--- src/rtl/bg_sdram_arbiter.sv ---
// Arbitrates the SDRAM port between background download writes and pixel prefetch reads.
// Optional BG_UNDERFLOW_STATS_EN adds a saturating underflow_cnt output.
module bg_sdram_arbiter #(
  parameter int unsigned ADDR_W      = 25,
  parameter int unsigned FIFO_DEPTH  = 8,
  parameter int unsigned FRAME_BYTES = 614400
) (
  input  logic              clk_mem,
  input  logic              RESET_L,
  input  logic              dl_active,
  input  logic              dl_wr,
  input  logic [ADDR_W-1:0] dl_addr,
  input  logic [7:0]        dl_data,
  input  logic              frame_start,
  input  logic              pix_pop,
  output logic [15:0]       pix_data,
  output logic              pix_valid,
  output logic              underflow,
`ifdef BG_UNDERFLOW_STATS_EN
  output logic [15:0]       underflow_cnt,
`endif
  output logic [ADDR_W-1:0] sd_addr,
  output logic [7:0]        sd_din,
  output logic              sd_we,
  output logic              sd_rd,
  input  logic [15:0]       sd_dout,
  input  logic              sd_ready
);

  localparam int unsigned PtrW = $clog2(FIFO_DEPTH);
  localparam int unsigned CntW = PtrW + 1;
  localparam logic [CntW-1:0]   DepthC   = CntW'(FIFO_DEPTH);
  localparam logic [ADDR_W-1:0] FrameEnd = ADDR_W'(FRAME_BYTES - 2);

  typedef enum logic [1:0] {StIdle, StWr, StRd, StWait} state_e;

  state_e            state_q;
  logic              skid_full_q;
  logic [ADDR_W-1:0] skid_addr_q;
  logic [7:0]        skid_data_q;
  logic              drop_q;
  logic [ADDR_W-1:0] fetch_addr_q;
  logic              fetch_en_q;
  logic              epoch_q;
  logic              rd_epoch_q;
  logic              op_is_rd_q;
  logic              seen_low_q;

  logic [15:0]       mem [FIFO_DEPTH];
  logic [PtrW-1:0]   wr_ptr_q;
  logic [PtrW-1:0]   rd_ptr_q;
  logic [CntW-1:0]   count_q;
  logic [15:0]       last_q;
  logic              underflow_q;

  logic fifo_empty, do_pop, do_push, rd_done, skid_clear, pop_empty;

  always_comb begin
    fifo_empty = (count_q == '0);
    do_pop     = pix_pop && !fifo_empty;
    pop_empty  = pix_pop && fifo_empty;
    rd_done    = (state_q == StWait) && op_is_rd_q && seen_low_q && sd_ready;
    // Reads tagged with a stale epoch belong to a previous frame and are dropped.
    do_push    = rd_done && (rd_epoch_q == epoch_q) && !frame_start;
    skid_clear = (state_q == StWr) && sd_ready;
  end

  assign pix_valid = !fifo_empty;
  assign pix_data  = fifo_empty ? last_q : mem[rd_ptr_q];
  assign underflow = underflow_q;

  always_ff @(posedge clk_mem) begin
    if (do_push) mem[wr_ptr_q] <= sd_dout;
  end

  always_ff @(posedge clk_mem or negedge RESET_L) begin
    if (!RESET_L) begin
      wr_ptr_q    <= '0;
      rd_ptr_q    <= '0;
      count_q     <= '0;
      last_q      <= '0;
      underflow_q <= 1'b0;
    end else begin
      if (do_pop) last_q <= mem[rd_ptr_q];
      if (frame_start) begin
        wr_ptr_q <= '0;
        rd_ptr_q <= '0;
        count_q  <= '0;
      end else begin
        if (do_push) wr_ptr_q <= wr_ptr_q + PtrW'(1);
        if (do_pop)  rd_ptr_q <= rd_ptr_q + PtrW'(1);
        if (do_push && !do_pop)      count_q <= count_q + CntW'(1);
        else if (do_pop && !do_push) count_q <= count_q - CntW'(1);
      end
      if (frame_start)    underflow_q <= 1'b0;
      else if (pop_empty) underflow_q <= 1'b1;
    end
  end

`ifdef BG_UNDERFLOW_STATS_EN
  always_ff @(posedge clk_mem or negedge RESET_L) begin
    if (!RESET_L) begin
      underflow_cnt <= '0;
    end else if (pop_empty && (underflow_cnt != 16'hFFFF)) begin
      underflow_cnt <= underflow_cnt + 16'd1;
    end
  end
`endif

  always_ff @(posedge clk_mem or negedge RESET_L) begin
    if (!RESET_L) begin
      state_q      <= StIdle;
      skid_full_q  <= 1'b0;
      skid_addr_q  <= '0;
      skid_data_q  <= '0;
      drop_q       <= 1'b0;
      fetch_addr_q <= '0;
      fetch_en_q   <= 1'b0;
      epoch_q      <= 1'b0;
      rd_epoch_q   <= 1'b0;
      op_is_rd_q   <= 1'b0;
      seen_low_q   <= 1'b0;
      sd_addr      <= '0;
      sd_din       <= '0;
      sd_we        <= 1'b0;
      sd_rd        <= 1'b0;
    end else begin
      sd_we <= 1'b0;
      sd_rd <= 1'b0;

      if (dl_wr) begin
        if (skid_full_q && !skid_clear) drop_q <= 1'b1;
        skid_full_q <= 1'b1;
        skid_addr_q <= dl_addr;
        skid_data_q <= dl_data;
      end else if (skid_clear) begin
        skid_full_q <= 1'b0;
      end

      // Fetching stays off after a download until the next frame boundary.
      if (dl_active)        fetch_en_q <= 1'b0;
      else if (frame_start) fetch_en_q <= 1'b1;

      if (frame_start) begin
        epoch_q      <= ~epoch_q;
        fetch_addr_q <= '0;
      end

      unique case (state_q)
        StIdle: begin
          if (skid_full_q) state_q <= StWr;
          else if (!dl_active && fetch_en_q && (count_q < DepthC)) state_q <= StRd;
        end
        StWr: begin
          if (sd_ready) begin
            sd_we      <= 1'b1;
            sd_addr    <= skid_addr_q;
            sd_din     <= skid_data_q;
            op_is_rd_q <= 1'b0;
            seen_low_q <= 1'b0;
            state_q    <= StWait;
          end
        end
        StRd: begin
          if (skid_full_q || dl_active || !fetch_en_q) begin
            state_q <= StIdle;
          end else if (sd_ready) begin
            sd_rd      <= 1'b1;
            sd_addr    <= fetch_addr_q;
            rd_epoch_q <= epoch_q;
            op_is_rd_q <= 1'b1;
            seen_low_q <= 1'b0;
            state_q    <= StWait;
            if (!frame_start) begin
              fetch_addr_q <= (fetch_addr_q == FrameEnd) ? '0 : fetch_addr_q + ADDR_W'(2);
            end
          end
        end
        StWait: begin
          if (!sd_ready)       seen_low_q <= 1'b1;
          else if (seen_low_q) state_q    <= StIdle;
        end
        default: state_q <= StIdle;
      endcase
    end
  end

  // A download byte overwriting an unissued one means the ioctl pacing assumption broke.
  a_no_drop: assert property (@(posedge clk_mem) disable iff (!RESET_L)
                              !(dl_wr && skid_full_q && !skid_clear));

endmodule

--- config.mk ---
export PLATFORM = sky130hd
export DESIGN_NAME = bg_sdram_arbiter
export DESIGN_NICKNAME = d
export VERILOG_FILES = /design/src/rtl/bg_sdram_arbiter.sv
export SDC_FILE = /design/constraint.sdc
export NUM_CORES = 1
export LEC_CHECK = 0
export ABC_CLOCK_PERIOD_IN_PS = 4800
export BUFFER_PORTS_ARGS = -buffer_cell sky130_fd_sc_hd__buf_2
export CORE_MARGIN = 5
export CORE_UTILIZATION = 44
export DETAILED_ROUTE_END_ITERATION = 6
export GPL_TIMING_DRIVEN = 0
export SLEW_MARGIN = 10
export SYNTH_ARGS = -nofsm -noshare
export SYNTH_HDL_FRONTEND = slang
export SYNTH_SLANG_ARGS = --single-unit
export TNS_END_PERCENT = 30
--- constraint.sdc ---
create_clock -name clk_mem -period 4.8 [get_ports clk_mem]
set_clock_uncertainty 0.2 [all_clocks]
set_input_delay 0.24 -clock clk_mem [delete_from_list [all_inputs] [get_ports clk_mem]]
set_output_delay 0.24 -clock clk_mem [all_outputs]
set_load 0.02 [all_outputs]
Yosys cells after proc, flatten, opt, wreduce, memory -nomap -nowiden
Memories as Yosys holds them, arrays and structs flattened. Index checks and enable logic that the tools add are counted.

Register bits: 128. Bits in writable memories: 128. Input bits: 56. Output and inout bits: 53. Memories: 1.

Memory list: mem (words 8, width 16, read ports 1, clocked after Yosys merged registers in 0, wr ports 1, line 49) `logic [15:0] mem [FIFO_DEPTH];`.

Add/sub/neg operators: 5. $lt $le $gt $ge: 1. Equal/unequal tests: 12. Multiplexer cells: 45. Bitwise gates (word level): 2. Reduce and logical (&&, ||, !) cells: 35.

Operators with widths (count): two-way mux 25 bit (9); one-hot mux 25 bit (2 select lines) (1); adder 25 x 2 -> 25 bit (second input constant) (1); equality test 25 x 20 -> 1 bit (second input constant) (1); two-way mux 1 bit (18); two-way mux 16 bit (1); logical AND 1 bit (12); two-way mux 2 bit (6); two-way mux 3 bit (4); two-way mux 4 bit (3); != test 2 bit (second input constant) (6); nonzero test 2 bit (6); AND reduction 3 bit (3); one-hot mux 2 bit (4 select lines) (1); adder 3 x 1 -> 3 bit (second input constant) (2); logical NOT 1 bit (6); nonzero test 3 bit (2); adder 4 x 1 -> 4 bit (second input constant) (1); equality test 2 bit (second input constant) (2); logical NOT 4 bit (1); less-than comparator 4 bit (second input constant) (1); AND reduction 4 bit (1); subtractor 4 x 1 -> 4 bit (second input constant) (1); != test 3 bit (second input constant) (1); 8 further kinds (10).

Logic depth before layout (Yosys ltp)
Gate-level depths: netlist (run 1).

Word-level depth: 11. Depth in mapped cells: 10. Gate-level depth less buffers: 9.

Worst setup path after synthesis (run 1)
Ideal clock, no wire load.

Kind: input-to-reg. From: input sd_ready. To: memory mem[0][0] (enable). Library setup time: 436 ps. Data arrival time: 2670 ps. Required time: 4164 ps. Setup slack: 1494 ps. Stages on the path: 4. Path buffers: 1. Cells stage by stage: clkbuf_1 -> and4_1 -> nand3_1 -> nor4b_1.

Longest elaborated chain between the ends: 5.

Ends and longest elaborated chain: start: declaration (line 27) `input logic sd_ready`; logical AND 1 bit (line 62) `rd_done = (state_q == StWait) && op_is_rd_q && seen_low_q && sd_ready;`; logical AND 1 bit (2 in series) (line 64) `do_push = rd_done && (rd_epoch_q == epoch_q) && !frame_start;`; two-way mux 1 bit (line 73) `if (do_push) mem[wr_ptr_q] <= sd_dout;`; two-way mux 1 bit (implied by the code) (line 73); end: declaration (line 49).

Every way passes these cells.

Worst setup path in the final report (run 1)
From: register rd_ptr_q[1]. To: output pix_data[0].

Longest elaborated chain between the ends: 2.

Ends and longest elaborated chain: start: declaration (line 51) `logic [PtrW-1:0] rd_ptr_q;`; start signal: assignment (line 91) `if (do_pop) rd_ptr_q <= rd_ptr_q + PtrW'(1);`; memory read (8 x 16 bit); two-way mux 16 bit (line 69) `assign pix_data = fifo_empty ? last_q : mem[rd_ptr_q];`; end: declaration (line 16) `output logic [15:0] pix_data,`.

Every way passes these cells.

==> flow_summary.json, run 1 <==
{
  "status": "completed",
  "finalPower_mw": 6.828,
  "synth_top_area_frac": 0.3558,
  "final_nets": 1047,
  "cts_buffer_depth": 3,
  "cp.arrival_ns": 2.97,
  "grt_overflow": 0,
  "wire_per_inst_um": 19.22,
  "vias": 7038,
  "setup_viol": 0,
  "dp_worst_setup_slack_ns": 1.887,
  "avgSynthCellArea_um2": 13.83,
  "worst_slack_ns": 1.393,
  "timing.hold.ws_ns": 0.03761,
  "synth_area_um2": 10800,
  "dp_cells": 1226,
  "cp_data_required_time_ns": 4.36,
  "async_flop_share": 0.5000,
  "tns_ns": 0,
  "portBuffers": 105,
  "clk_pin_slew_ns": 0.06,
  "hpwl_mm": 17.16,
  "fin_crit_sh": 0.7099,
  "ir_worst_vdd_mv": 0.4311,
  "antenna_found_initial": 1,
  "initial_core_util": 0.4456,
  "grt_max_degree": 74,
  "worst-path-buf-inv": 3,
  "worstSkewPairLatency_ns": 0.55,
  "die_h_um": 166.7,
  "dieArea_um2": 27790,
  "min_path_type": "input port to asynchronous set/reset pin",
  "yosys.area.top_type": "edfxtp_1",
  "grt_pass1_vias": 7190,
  "floorplan.core_area_um2": 24250,
  "synthCells": 781,
  "final_antenna_net_count": 0,
  "power.leakage_nw": 5.215,
  "vias_per_cell": 5.288,
  "ys_types": 56,
  "critPathMaxStageDelay_ns": 0.70,
  "ys_seq_area_frac": 0.6522,
  "synth-seq-cells": 256,
  "post-cts-setup-buffers": 0,
  "power_density_nw_per_um2": 506.9,
  "synth.area.top_cells": "edfxtp_1 (36%), dfrtp_1 (30%), mux4_2 (6.7%)",
  "cp_cell_sequence": "buf_1 -> clkbuf_1 -> mux4_2 -> mux2i_1 -> a21oi_1 -> buf_2",
  "clock-root-buffer": "clkbuf_16",
  "cpMaxStageDelayCell": "clkbuf_1",
  "rows": 57,
  "maxCapViolations": 0,
  "die_w_um": 166.7,
  "start_kind": "register",
  "report.final.slew_viol_count": 0,
  "critPathKind": "register to output port",
  "fin_area_um2": 13470,
  "ys.flop_type": "edfxtp_1",
  "routed_wl_mm": 25.59,
  "cts_buffers": 28,
  "drc": 0,
  "finalCriticalPeriod_ns": 3.407,
  "clock-sinks": 256,
  "hold_viol_final": 0,
  "rsz0062_at_grt": "false",
  "grt_pass1_wl_mm": 41.00,
  "synth_edf_count": 128,
  "cts.htree.levels": 1,
  "synth_warnings": 0,
  "cp_max_fo": 10,
  "syn2layout_area_growth_pct": 24.67,
  "worstMarginPinSlew_ns": 0.9158,
  "track_usage": 0.1839,
  "ios": 109,
  "cts_tree": "yes",
  "final_cell_mix": "dfrtp_1 (128), edfxtp_1 (128), buf_2 (115)",
  "critical_path.top_delay_family": "buffers and inverters",
  "drtPass1Iterations": 6,
  "finalNonFillerCells": 1331,
  "end_kind": "output port",
  "rrSetupSlack_ns": 1.84,
  "first_iter_violations": 494,
  "drive_gt1_frac": 0.2624,
  "slew_headroom": 0.3894,
  "synthesis.nets": 843,
  "place_area_um2": 11960,
  "max_freq_mhz": 293.5,
  "final_util": 0.5555,
  "fill_cells": 2025,
  "routabilityCongestion": 0.8077
}
==> layout make-up <==
type,count,area (um^2),area share
multi-input cells,465,3532,0.2622
repair buffers,174,1246,0.09252
clock inverters,12,173.9,0.01291
diodes,1,2.502,0.0001858
clock buffers,39,802.0,0.05954
well taps,324,405.4,0.03010
flip-flops and latches,256,7047,0.5232
plain buffers,46,207.7,0.01542
inverters,14,52.55,0.003902
==> flip-flops by register name, summed over array words and instances, names as in the netlist, 2 cells and up <==
| signal | count |
|---|---|
| count_q | 4 |
| fetch_addr_q | 25 |
| last_q | 16 |
| mem | 128 |
| rd_ptr_q | 3 |
| sd_addr | 25 |
| sd_din | 8 |
| skid_addr_q | 25 |
| skid_data_q | 8 |
| state_q | 2 |
| wr_ptr_q | 3 |
==> power by group <==
| group | total [mW] | internal, mW | switching, mW |
|---|---|---|---|
| logic | 1.86 | 0.690 | 1.17 |
| clock network | 2.24 | 1.38 | 0.857 |
| registers | 2.73 | 2.57 | 0.159 |
==> worst paths after layout <==
path	start	depth (start not counted)	endpoint
worst max-delay path	rd_ptr_q[1]	6	pix_data[0]
worst min-delay path	RESET_L	2	sd_addr[18]
worst max register to register	count_q[0]	9	count_q[3]
worst min register to register	skid_data_q[2]	2	sd_din[2]
max in group asynchronous	RESET_L	3	fetch_addr_q[9]
min in group clk_mem	dl_wr	2	skid_data_q[0]
==> worst register-to-register path, delay by kind of cell, from the launching register on <==
family,cells,cell delay [ns]
compound gates,3,1.00
xor+xnor,1,0.15
simple gates,3,0.50
fa+ha+maj,1,0.29
mux,1,0.25
flops,1,0.45
==> what timing repair did <==
action / 4_1_cts / 5_1_grt
endpoints found under the hold margin: 298 / 0
resized for setup: 0 / 0
hold buffers: 53 / 0
==> kinds of logic (layout without fill, tap and decap cells) <==
kind of cell	Yosys count	in the layout	share of synthesized area
other	0	1	0
muxes	109	109	0.1420
xor gates and xnor gates	14	14	0.01135
DFF	256	256	0.6522
and+or+nand+nor	227	227	0.1046
AOI/OAI and AO/OA	109	109	0.05814
buffers and inverters	60	285	0.02409
adders and majority gates	6	6	0.007643
==> metal layers <==
metal | track usage | vias up | routed length (um)
met5 | 0 | - | 0
met4 | 0.04554 | 0 | 553
met3 | 0.02655 | 37 | 1101
met2 | 0.3098 | 174 | 12740
met1 | 0.2548 | 3521 | 11190
li1 | - | 3306 | -
==> Yosys cell counts (all sizes together) (2+ instances only) <==
master  instances
xnor2           9
and3            4
a211oi          2
edfxtp        128
xor2            5
nor4            6
a21o            2
nor3            8
nor2b           2
dfrtp         128
inv            13
nor3b           3
buf            15
mux4           32
clkbuf         31
nand2          89
o21ai          52
nand3          18
nor4b           3
ha              5
or3             7
a31oi           4
nor2           44
o32ai           5
or4             8
and4            5
nand2b         11
or2             3
mux2           34
nand3b          2
nand4          10
a21oi          38
mux2i          43
Power figures use the tool's default switching activity.
==> run 2: changes to the inputs <==
--- a/config.mk
+++ b/config.mk
@@ -5,7 +5,8 @@
 export SDC_FILE = /design/constraint.sdc
 export NUM_CORES = 1
 export LEC_CHECK = 0
-export ABC_CLOCK_PERIOD_IN_PS = 4800
+export ABC_AREA = 1
+export ABC_CLOCK_PERIOD_IN_PS = 3200
 export BUFFER_PORTS_ARGS = -buffer_cell sky130_fd_sc_hd__buf_2
 export CORE_MARGIN = 5
 export CORE_UTILIZATION = 44
==> constraint.sdc (replaced) <==
create_clock -name clk_mem -period 3.2 [get_ports clk_mem]
set_clock_uncertainty 0.2 [all_clocks]
set_input_delay 0.16 -clock clk_mem [delete_from_list [all_inputs] [get_ports clk_mem]]
set_output_delay 0.16 -clock clk_mem [all_outputs]
set_load 0.02 [all_outputs]
==> run 2 against run 1 <==
Largest cell class unchanged. Worst setup slack worse by 1.3 ns. Clock power up 41%. Critical path type unchanged. Core utilization down 0.33 points. First-iteration DRC count up 37%. Global-route usage up 1.1 points. Worst hold slack better by 0.0099 ns. Highest routed layer unchanged.
==> flow_summary.json, run 2 <==
{
  "synth.most_common_cell": "nand2_1",
  "post-cts-setup-buffers": 0,
  "cts.htree.levels": 1,
  "routabilityCongestion": 0.8275,
  "route.met3.wl_mm": 1.522,
  "final_nets": 1390,
  "final_cell_mix": "nand2_1 (275), nor2_1 (151), dfrtp_1 (128), edfxtp_1 (128), buf_2 (122)",
  "finalCriticalPeriod_ns": 3.059,
  "routed.top_layer": "met4",
  "antenna_found_initial": 0,
  "grt_pass1_wl_mm": 44.65,
  "synthCells": 1114,
  "fill_cells": 2199,
  "largest-register": "mem",
  "ios": 109,
  "worstMarginPinSlew_ns": 0.9330,
  "critPathKind": "register to output port",
  "min_path_type": "input port to register",
  "diodes": 0,
  "die_h_um": 168.2,
  "grt_max_degree": 78,
  "syn2layout_area_growth_pct": 24.79,
  "final_common_cell": "nand2_1",
  "grt_overflow": 0,
  "track_usage": 0.1950,
  "cts_buffers": 27,
  "cp_max_fo": 10,
  "vias": 8489,
  "vias_per_cell": 5.059,
  "status": "completed",
  "first_iter_violations": 678,
  "wl_met2_mm": 12.85,
  "maxCapViolations": 0,
  "initial_core_util": 0.4425,
  "power.leakage_nw": 5.784,
  "ir_worst_vdd_mv": 0.4335,
  "ys_types": 36,
  "hold_viol_final": 0,
  "avgSynthCellArea_um2": 9.887,
  "synthesis.nets": 1176,
  "power_density_nw_per_um2": 751.8,
  "drtPass1Iterations": 5,
  "cts_tree": "yes",
  "largest_reg_flops": 128,
  "cts_buffer_depth": 3,
  "drc": 0,
  "fin_crit_sh": 0.9559,
  "cp_data_required_time_ns": 2.84,
  "report.final.slew_viol_count": 0,
  "rows": 58,
  "finalNonFillerCells": 1678,
  "ys_top_cells_by_count": "nand2_1 (275), nor2_1 (151), dfrtp_1 (128), edfxtp_1 (128), o21ai_0 (121)",
  "tns_ns": 0,
  "synth_area_um2": 11010,
  "start_kind": "register",
  "synth.area.top_cells": "edfxtp_1 (35%), dfrtp_1 (29%), nand2_1 (9.4%)",
  "wire_per_inst_um": 16.59,
  "drive_gt1_frac": 0.1714,
  "grt_pass1_vias": 8342,
  "clock-root-buffer": "clkbuf_16",
  "floorplan.core_area_um2": 24890,
  "worstSkewPairLatency_ns": 0.54,
  "synth_edf_count": 128,
  "synth_warnings": 0,
  "clk_pin_slew_ns": 0.06,
  "slew_headroom": 0.3746,
  "max_freq_mhz": 326.9,
  "end_kind": "output port",
  "cp.arrival_ns": 2.70,
  "yosys.area.top_type": "edfxtp_1",
  "drt-met1-wl_mm": 13.01,
  "async_flop_share": 0.5000,
  "die_w_um": 168.2,
  "final_antenna_net_count": 0,
  "clock-sinks": 256,
  "synth-seq-cells": 256,
  "rsz0062_at_grt": "false",
  "ys.flop_type": "edfxtp_1",
  "setup_viol": 0,
  "dp_cells": 1563,
  "portBuffers": 106,
  "dieArea_um2": 28300,
  "routed_wl_mm": 27.84,
  "synth_top_area_frac": 0.3490,
  "ys_seq_area_frac": 0.6398,
  "hpwl_mm": 19.39
}
## run 2: cell types whose count changed after synthesis, sizes merged, moves of 30 or more
cell / delta
inv: +49
mux4: -32
o21ai: +114
mux2i: -43
nand2: +192
mux2: -34
a21oi: -30
nor2: +114
## run 2: logic make-up after synthesis
logic type                 share of synthesized area
buffers and inverters                        0.04589
AOI/OAI and AO/OA                             0.1117
adders and majority gates                   0.007498
DFF                                           0.6398
and+or+nand+nor                               0.1872
xor gates and xnor gates                    0.007952
## run 2: cell type report
cell class	count	area, um^2	share of cell area
sequential	256	7047	0.5127
multi-input combinational	736	3502	0.2548
timing repair buffer	185	1363	0.09914
clock buffer	34	752.0	0.05471
tap	330	412.9	0.03004
buffer	58	276.5	0.02012
inverter	64	240.2	0.01748
clock inverter	15	151.4	0.01102
## run 2: path summary, 6_finish.rpt
check	startpoint	slack (ns)	to	depth (start not counted)
setup / recovery	rd_ptr_q[0]	0.14	pix_data[6]	9
setup reg to reg	state_q[0]	0.44	mem[0][9]	7
max in group asynchronous	RESET_L	1.89	sd_din[1]	4
hold reg to reg	skid_addr_q[16]	0.27	skid_addr_q[16]	2
hold / removal	dl_wr	0.05	skid_addr_q[5]	4
min in group asynchronous	RESET_L	0.54	skid_addr_q[22]	4
## run 2: timing repair
item,CTS,global route
cloned,0,0
endpoints found under the setup margin,2,10
hold buffers,66,0
gates resized for setup,4,10
hold endpoints to repair,311,0
## run 2: metrics by stage
stage                     power, mW  setup slack, ns    util  area, um^2  hold slack [ns]
after global placement        7.093          -0.7175  0.4804       11960           0.1622
after CTS                     10.42         0.009702  0.5519       13740         0.008901
after detailed placement      7.160           0.4788  0.4882       12150         -0.05153
after floorplan               6.008           0.4696       -       11010          -0.3356
final                         10.33           0.1412  0.5522       13740          0.04748
after global routing          10.92          0.03196  0.5522       13740          0.07146
## run 2: where the power goes
part	switching (mW)	total (mW)	internal [mW]	leakage [nW]
logic	2.06	3.01	0.949	2.59
clock network	1.27	3.16	1.90	0.450
registers	0.271	4.15	3.88	2.75
total	3.60	10.3	6.73	5.78
## run 2: metal layers
| metal | vias to the layer above | track usage |
|---|---|---|
| li1 | 4168 | - |
| met4 | 0 | 0.04340 |
| met3 | 27 | 0.03311 |
| met5 | - | 0 |
| met1 | 4106 | 0.2833 |
| met2 | 188 | 0.3104 |
## run 2: critical path: stages (launching register included)
cell and delay [ns]:
dfrtp_1 0.39, buf_2 0.26, buf_2 0.29, nor2_1 0.08, nor2_1 0.09, o21ai_0 0.11
o21ai_1 0.15, o21ai_1 0.12, o21ai_0 0.41, buf_2 0.26
==> run 3: changes to the inputs <==
--- a/config.mk
+++ b/config.mk
@@ -12,6 +12,8 @@
 export CORE_UTILIZATION = 44
 export DETAILED_ROUTE_END_ITERATION = 6
 export GPL_TIMING_DRIVEN = 0
+export MAX_ROUTING_LAYER = met4
+export REMOVE_ABC_BUFFERS = 1
 export SLEW_MARGIN = 10
 export SYNTH_ARGS = -nofsm -noshare
 export SYNTH_HDL_FRONTEND = slang
==> run 3 against run 2 <==
First-iteration DRC count down 44%. Design area fell by 1.0%. Count of clock-buffer cells in the layout grew 11.
==> flow_summary.json, run 3 (synthesized netlist as in run 2, its figures left out) <==
{
  "ios": 109,
  "end_kind": "register",
  "first_iter_violations": 383,
  "critical_path.top_delay_family": "simple AND/OR/NAND/NOR gates",
  "cts_buffer_depth": 3,
  "min_path_type": "input port to register",
  "power_density_nw_per_um2": 747.6,
  "drc": 0,
  "final_antenna_net_count": 0,
  "cts.htree.levels": 1,
  "dp_worst_setup_slack_ns": 0.5513,
  "worst_slack_ns": 0.3882,
  "hpwl_mm": 16.30,
  "cp_data_required_time_ns": 3.45,
  "grtUsageMet2": 0.3246,
  "worstSkewPairLatency_ns": 0.53,
  "critPathMaxStageDelay_ns": 0.64,
  "drive_gt1_frac": 0.1663,
  "cts_tree": "yes",
  "maxCapViolations": 0,
  "report.final.slew_viol_count": 0,
  "status": "completed",
  "grt_pass1_vias": 8239,
  "drtPass1Iterations": 5,
  "rows": 58,
  "largest-register": "mem",
  "clock-sinks": 256,
  "finalNonFillerCells": 1629,
  "ir_worst_vdd_mv": 0.4214,
  "routed_wl_mm": 25.48,
  "grt_use_met1": 0.2324,
  "final_nets": 1339,
  "grt_pass1_wl_mm": 42.06,
  "dp_cells": 1512,
  "final_cell_mix": "nand2_1 (274), nor2_1 (151), edfxtp_1 (128)",
  "track_usage": 0.1859,
  "busiest_layer": "met2",
  "slew_headroom": 0.2545,
  "fill_cells": 2204,
  "worstMarginPinSlew_ns": 1.115,
  "timing.hold.ws_ns": 0.002392,
  "cts_buffers": 28,
  "die_w_um": 168.2,
  "finalCriticalPeriod_ns": 2.812,
  "globalRouteMet3Util": 0.02771,
  "start_kind": "register",
  "critPathKind": "register to register",
  "cp_max_fo": 51,
  "cp.arrival_ns": 3.06,
  "worst-path-buf-inv": 2,
  "syn2layout_area_growth_pct": 23.51,
  "cpMaxStageDelayCell": "dlygate4sd3_1",
  "diodes": 0,
  "dieArea_um2": 28300,
  "clock-root-buffer": "clkbuf_16",
  "rsz0062_at_grt": "false",
  "clk_pin_slew_ns": 0.06,
  "setup_viol": 0,
  "portBuffers": 108,
  "post-cts-setup-buffers": 0,
  "largest_reg_flops": 128,
  "vias": 8130,
  "cp_cell_sequence": "nor2_8 -> nand4_4 -> nor2_4 -> dlygate4sd3_1 -> inv_2 -> nand2_4 -> nor2_1 -> a31oi_1",
  "final_common_cell": "nand2_1",
  "die_h_um": 168.2,
  "antenna_found_initial": 0,
  "vias_per_cell": 4.991,
  "hold_viol_final": 0,
  "power.leakage_nw": 5.650,
  "routabilityCongestion": 0.8406,
  "grt_overflow": 0,
  "finalPower_mw": 10.17,
  "rrSetupSlack_ns": 0.39,
  "max_freq_mhz": 355.6,
  "wire_per_inst_um": 15.64,
  "initial_core_util": 0.4425,
  "fin_crit_sh": 0.8787,
  "final_util": 0.5465,
  "grt_max_degree": 81,
  "floorplan.core_area_um2": 24890
}
==> run 3: final timing paths <==
check | to | cells after the start | startpoint
max | sd_addr[5] | 8 | state_q[0]
min | skid_addr_q[19] | 3 | dl_wr
max reg2reg | sd_addr[5] | 8 | state_q[0]
min reg2reg | skid_addr_q[16] | 2 | skid_addr_q[16]
max in group asynchronous | fetch_addr_q[17] | 3 | RESET_L
min in group asynchronous | last_q[12] | 2 | RESET_L
==> run 3: metal layers <==
metal | up-vias | part of all wire
li1 | 4071 | -
met4 | 0 | 0.018
met1 | 3882 | 0.44
met3 | 31 | 0.041
met2 | 146 | 0.50
met5 | - | 0
==> run 3: tightest hold or removal path, cell delays in order <==
cell     delay (ns)
buf_2          0.34
nand2_1        0.14
nand2_1        0.05
==> run 3: metrics by stage <==
stage                     setup TNS [ns]  instance area [um^2]
after floorplan                 -0.02273                 10750
after global routing                   0                 13600
after CTS                              0                 13590
after global placement           -166.00                 11700
final                                  0                 13600
after detailed placement               0                 11970
==> run 3: cell type report <==
type | count | area, um^2 | area share
Inverter | 64 | 242.7 | 0.01784
Multi-Input combinational cell | 736 | 3510 | 0.2580
Clock buffer | 45 | 907.1 | 0.06668
Tap cell | 330 | 412.9 | 0.03035
Clock inverter | 7 | 66.31 | 0.004874
Timing Repair Buffer | 191 | 1413 | 0.1038
Sequential cell | 256 | 7053 | 0.5184
==> run 3: report_power, final <==
group,internal [mW],total (mW),leakage (nW),switching [mW]
combinational,0.896,2.68,2.42,1.78
clock,2.02,3.29,0.482,1.27
sequential,3.89,4.21,2.74,0.322
==> run 3: what timing repair did <==
action / CTS / global route
setup endpoints to repair: 0 / 43
resized for setup: 0 / 5
endpoints found under the hold margin: 261 / 0
hold buffers: 65 / 0
